`src/rtl/add12u_err_monitor.sv`:
```
// Error-metric monitor for an approximate W-bit unsigned adder: accumulates sum|err|, worst case and error count.
// Optional macro ADD12U_ERRMON_MSE_EN adds a sum-of-squared-error output with one extra cycle of latency.
module add12u_err_monitor #(
    parameter int W         = 12,
    parameter int CNT_W     = 20,
    parameter int N_SAMPLES = 4096,
    parameter int ACC_W     = 33
) (
    input  logic                    clk,
    input  logic                    rst,
    input  logic                    start,
    input  logic                    in_valid,
    output logic                    in_ready,
    input  logic [W-1:0]            in_a,
    input  logic [W-1:0]            in_b,
    input  logic [W:0]              in_o,
    output logic                    busy,
    output logic                    done,
    output logic [ACC_W-1:0]        sum_abs_err,
    output logic [W:0]              max_err,
    output logic [W-1:0]            max_a,
    output logic [W-1:0]            max_b,
    output logic [CNT_W-1:0]        err_count,
    output logic [CNT_W-1:0]        sample_count
`ifdef ADD12U_ERRMON_MSE_EN
    ,
    output logic [CNT_W+2*W+1:0]    sum_sq_err
`endif
);

    localparam logic [1:0] ST_IDLE = 2'd0;
    localparam logic [1:0] ST_RUN  = 2'd1;
    localparam logic [1:0] ST_DONE = 2'd2;

    localparam logic [CNT_W-1:0] N_LIM = CNT_W'(N_SAMPLES);

    logic [1:0]       r_state;
    logic [CNT_W-1:0] r_sample_count;

    // Capture stage: operands held exactly as accepted
    logic             r_v0;
    logic [W-1:0]     r_a0;
    logic [W-1:0]     r_b0;
    logic [W:0]       r_o0;

    // S1: absolute difference against the exact sum
    logic             r_v1;
    logic [W-1:0]     r_a1;
    logic [W-1:0]     r_b1;
    logic [W:0]       r_diff1;

    // S2: run metrics
    logic [ACC_W-1:0] r_sum_abs_err;
    logic [W:0]       r_max_err;
    logic [W-1:0]     r_max_a;
    logic [W-1:0]     r_max_b;
    logic [CNT_W-1:0] r_err_count;

    logic             w_in_ready;
    logic             w_accept;
    logic             w_clear;
    logic             w_drain_done;
    logic [W:0]       w_exact;
    logic [W:0]       w_diff;

    assign w_in_ready = (r_state == ST_RUN) && (r_sample_count < N_LIM);
    assign w_accept   = in_valid && w_in_ready;
    assign w_clear    = start && (r_state != ST_RUN);

    // Exact sum is W+1 bits wide so it never wraps; subtract smaller from larger
    assign w_exact = {1'b0, r_a0} + {1'b0, r_b0};
    assign w_diff  = (r_o0 >= w_exact) ? (r_o0 - w_exact) : (w_exact - r_o0);

`ifdef ADD12U_ERRMON_MSE_EN
    logic                    r_v2;
    logic [2*W+1:0]          r_sq2;
    logic [CNT_W+2*W+1:0]    r_sum_sq_err;

    // The final metric stage is S3 here, so S1 must also be empty before DONE
    assign w_drain_done = (r_sample_count == N_LIM) && !r_v0 && !r_v1;

    always_ff @(posedge clk) begin
        if (rst) begin
            r_v2         <= 1'b0;
            r_sq2        <= '0;
            r_sum_sq_err <= '0;
        end else begin
            r_v2  <= r_v1;
            r_sq2 <= (2*W+2)'(r_diff1) * (2*W+2)'(r_diff1);
            if (w_clear) begin
                r_sum_sq_err <= '0;
            end else if (r_v2) begin
                r_sum_sq_err <= r_sum_sq_err + (CNT_W+2*W+2)'(r_sq2);
            end
        end
    end

    assign sum_sq_err = r_sum_sq_err;
`else
    // DONE is entered on the same edge the last sample commits in S2
    assign w_drain_done = (r_sample_count == N_LIM) && !r_v0;
`endif

    always_ff @(posedge clk) begin
        if (rst) begin
            r_state        <= ST_IDLE;
            r_sample_count <= '0;
            r_v0           <= 1'b0;
            r_a0           <= '0;
            r_b0           <= '0;
            r_o0           <= '0;
            r_v1           <= 1'b0;
            r_a1           <= '0;
            r_b1           <= '0;
            r_diff1        <= '0;
            r_sum_abs_err  <= '0;
            r_max_err      <= '0;
            r_max_a        <= '0;
            r_max_b        <= '0;
            r_err_count    <= '0;
        end else begin
            case (r_state)
                ST_IDLE: if (start)        r_state <= ST_RUN;
                ST_RUN:  if (w_drain_done) r_state <= ST_DONE;
                ST_DONE: if (start)        r_state <= ST_RUN;
                default:                   r_state <= ST_IDLE;
            endcase

            if (w_clear) begin
                r_sample_count <= '0;
            end else if (w_accept) begin
                r_sample_count <= r_sample_count + CNT_W'(1);
            end

            r_v0 <= w_accept;
            if (w_accept) begin
                r_a0 <= in_a;
                r_b0 <= in_b;
                r_o0 <= in_o;
            end

            r_v1 <= r_v0;
            if (r_v0) begin
                r_a1    <= r_a0;
                r_b1    <= r_b0;
                r_diff1 <= w_diff;
            end

            if (w_clear) begin
                r_sum_abs_err <= '0;
                r_max_err     <= '0;
                r_max_a       <= '0;
                r_max_b       <= '0;
                r_err_count   <= '0;
            end else if (r_v1) begin
                r_sum_abs_err <= r_sum_abs_err + ACC_W'(r_diff1);
                if (r_diff1 != '0) begin
                    r_err_count <= r_err_count + CNT_W'(1);
                end
                // Strict compare keeps the operands of the first sample that hit the maximum
                if (r_diff1 > r_max_err) begin
                    r_max_err <= r_diff1;
                    r_max_a   <= r_a1;
                    r_max_b   <= r_b1;
                end
            end
        end
    end

    assign in_ready     = w_in_ready;
    assign busy         = (r_state == ST_RUN);
    assign done         = (r_state == ST_DONE);
    assign sum_abs_err  = r_sum_abs_err;
    assign max_err      = r_max_err;
    assign max_a        = r_max_a;
    assign max_b        = r_max_b;
    assign err_count    = r_err_count;
    assign sample_count = r_sample_count;

endmodule

```
`config.mk`:
```
export PLATFORM = sky130hd
export DESIGN_NAME = add12u_err_monitor
export DESIGN_NICKNAME = d
export VERILOG_FILES = /design/src/rtl/add12u_err_monitor.sv
export SDC_FILE = /design/constraint.sdc
export NUM_CORES = 1
export LEC_CHECK = 0
export BUFFER_PORTS_ARGS = -buffer_cell sky130_fd_sc_hd__buf_2
export CORE_ASPECT_RATIO = 1.4
export CORE_MARGIN = 10
export CORE_UTILIZATION = 52
export DETAILED_ROUTE_END_ITERATION = 6
export GPL_TIMING_DRIVEN = 0
export PLACE_DENSITY = 0.78
export SYNTH_ARGS = -nofsm -noshare
export SYNTH_HDL_FRONTEND = slang
export SYNTH_SLANG_ARGS = --single-unit
```
`constraint.sdc`:
```
create_clock -name clk -period 4.6 [get_ports clk]
set_clock_uncertainty 0.15 [all_clocks]
set_input_delay 0.92 -clock clk [delete_from_list [all_inputs] [get_ports clk]]
set_output_delay 0.92 -clock clk [all_outputs]
set_load 0.02 [all_outputs]
```
==> impl_metrics.csv <==
group,metric,value,unit
synthesis,yosysTopAreaCell,"dfxtp_1",
route,vias_per_cell,5.635,
placement,dp_hpwl,22.32,mm
global_route,antenna_found_initial,0,
synthesis,synth_cells,1208,
global_route,grt-busiest-layer,"met2",
synthesis,postSynthAreaPerCell,8.346,um2
sta,fin_ws,-0.2252,ns
sta,whs,0.3045,ns
route,vias,9314,
setup_path,worstPathArrival,5.02,ns
route,routed_wl,29.03,mm
flow_run,maxCapViolCount,0,
clocking,ctsHtreeMaxLevel,4,
sta,maxSlewHeadroom,38.29,%
sta,worstMarginPinSlew,0.9185,ns
global_route,gr-usage-met1,24.53,%
synthesis,async_flop_share,0,%
floorplanning,initial_utilization,52.67,%
setup_path,cp_max_fo,6,
placement,gp_congestion,0.9270,
cells_and_area,final_cells,1653,
global_route,grtUsageTotal,22.40,%
cells_and_area,multi_input_area,6051,um2
route,drtPass1Iterations,5,
synthesis,yosysSeqAreaShare,37.33,%
setup_path,required,4.79,ns
sta,period_share,104.9,%
global_route,overflow,0,
synthesis,synth_warnings,0,
outcome,violations,"setup timing",
synthesis,synthDominantCellAreaShare,37.33,%
global_route,grt_pass1_vias,9106,
placement,dpl_cell_area,11190,um2
floorplanning,core,19140,um2
power,peakVddDrop,269.5,uV
global_route,grt_use_met3,3.951,%
route,ant_nets,0,
floorplanning,die_w,137.7,um
synthesis,syn-num-nets,1319,
power,power_density,325.5,nW/um2
cells_and_area,n_antenna_cell,0,
floorplanning,die_area,25440,um2
clocking,clk_latency,0.44,ns
sta,fmax,0.2072,GHz
placement,dpl.cell_count,1608,
clocking,clk_path_buf_depth,2,
clocking,root_buffer,"clkbuf_16",
outcome,status,"finished, violations left",
clocking,clock-sinks,188,
setup_path,rrSetupSlack,-0.23,ns
cells_and_area,fillers,1706,
cells_and_area,fin_nets,1503,
setup_path,crit_path_start_kind,"flip-flop",
placement,numPortBuffers,152,
route,drc_errors,0,
sta,maxSlewViolCount,0,
sta,finalHoldViolCount,0,
synthesis,synth_edf_count,0,
synthesis,synth_cell_types,66,
route,drt_iter0_drc,565,
global_route,grt_max_degree,21,
clocking,hold_buffers,0,
floorplanning,ioPinCount,154,
clocking,cts_made_buffers,17,
min_path,min_path_type,"flip-flop to flip-flop",
synthesis,synthTopCellsByArea,"dfxtp_1 37%, mux2i_1 8.3%, ha_1 8.2%",
power,p_leak,0.004995,uW
clocking,clk_pin_slew,0.08,ns
synthesis,synth_area,10080,um2
setup_path,critPathKind,"flip-flop to flip-flop",
cells_and_area,regArea,3769,um2
floorplanning,fp.dieH,184.8,um
cells_and_area,area_delta_synth_final,20.08,%
sta,finalCriticalPeriod,4.825,ns
synthesis,yosysMostFrequentCell,"nand2_1",
synthesis,synth-seq-cells,188,
global_route,gr-usage-met2,40.89,%
cells_and_area,final_area,12110,um2
setup_path,end_kind,"flip-flop",
sta,rsz0062_at_grt,"yes",
placement,place_ws,-0.5756,ns
global_route,grt_pass1_wl,45.65,mm
route,drt-wirelength-per-cell,17.56,um
floorplanning,rows,60,
power,p_total,3940,uW
clocking,cts_tree,"done",
cells_and_area,drive_above_1_share,17.79,%
synthesis,synth_flop_cell,"dfxtp_1",
synthesis,synth_common_cells,"206 x nand2_1, 188 x dfxtp_1, 90 x a21oi_1, 89 x nor2_1, 84 x mux2i_1",
sta,setup_viol,10,
what timing repair did:
item,CTS,global route
gates cloned,0,0
setup buffers,13,1
setup endpoints to repair,11,12
pin swaps,14,10
gates resized for setup,11,27
layout by cell type (no fill, tap or decap), types with 8 or more instances in the layout:
master | synthesis | routed
o21ai_0 | 28 | 28
clkbuf_1 | 40 | 40
o211ai_1 | 9 | 9
nor2_1 | 89 | 88
a21o_1 | 20 | 20
nand2_1 | 206 | 204
nor3_1 | 21 | 21
xor2_1 | 23 | 22
nor2b_1 | 13 | 13
inv_1 | 57 | 57
nand4_1 | 19 | 19
mux2i_1 | 84 | 79
a21oi_1 | 90 | 89
nand3_1 | 33 | 33
xnor2_1 | 22 | 20
buf_1 | 8 | 8
a211oi_1 | 10 | 8
o21a_1 | 13 | 13
and3_1 | 23 | 23
dfxtp_1 | 188 | 186
nand2b_1 | 14 | 14
nor4_1 | 10 | 8
buf_2 | 9 | 161
and2_1 | 14 | 14
or3_1 | 14 | 13
clkbuf_16 | 0 | 17
buf_4 | 1 | 12
ha_1 | 66 | 62
state kept, by name, summed over array words and instances, names as in the netlist:
| register | cells |
|---|---|
| r_state | 2 |
| max_b | 12 |
| sample_count | 20 |
| sum_abs_err | 33 |
| max_err | 13 |
| r_b1 | 12 |
| r_o0 | 13 |
| r_diff1 | 13 |
| max_a | 12 |
| r_v1 | 1 |
| r_v0 | 1 |
| r_a0 | 12 |
| err_count | 20 |
| r_b0 | 12 |
| r_a1 | 12 |
report_power, final:
group / internal (uW) / switching (uW)
clock: 803 / 732
sequential: 1650 / 32.5
combinational: 316 / 408
total: 2770 / 1170
logic make-up (layout without fill, tap and decap cells):
kind of cell             after synthesis  in the layout  share of synthesized area [%]
flip-flops                           188            188                          37.33
buffers and inverters                118            315                          4.691
AO/OA/AOI/OAI                        223            223                          14.27
AND/OR/NAND/NOR                      477            477                          22.14
XOR/XNOR                              45             45                          3.909
multiplexers                          87             87                          8.675
adder cells (fa/ha/maj)               70             70                          8.985
cell type report:
type                    count  share of cell area (%)
plain buffers              59                   2.046
clock buffers              18                   3.628
clock inverters            14                   1.612
inverters                  58                   1.798
multi-input cells         902                   49.98
flip-flops and latches    188                   31.13
well taps                 248                   2.563
repair buffers            166                   7.245
layer usage:
layer  vias up  part of all wire [%]
met4         0                   3.6
met1      4387                    38
met3        70                   5.7
met2       287                    52
li1       4570                     -
met5         -                     0
path summary, 6_finish.rpt:
kind,to,start,cells past startpoint
setup reg to reg,r_diff1[4],r_a0[0],18
hold reg to reg,max_b[11],max_b[11],2
hold / removal,max_b[11],max_b[11],2
setup / recovery,r_diff1[4],r_a0[0],18
critical path: stages, from the launching register on:
cell,delay [ns]
dfxtp_4,0.36
ha_4,0.17
fa_2,0.36
a21o_1,0.20
a21oi_2,0.15
nor2b_1,0.06
o21a_1,0.18
o41a_1,0.33
a221o_2,0.45
xor2_2,0.20
ha_4,0.25
a21oi_4,0.15
o21ai_2,0.08
or3_4,0.39
a211oi_4,0.27
buf_6,0.18
mux2_4,0.31
or4_1,0.41
o311ai_1,0.08
stage by stage:
step	setup TNS (ns)	utilization [%]
6_report	-1.384	63.24
5_1_grt	-2.928	63.24
3_5_place_dp	-5.054	58.48
3_3_place_gp	-4.277	58.48
4_1_cts	-1.911	62.54
2_1_floorplan	-0.2211	-
No activity file was read; power rests on OpenSTA's default activity.
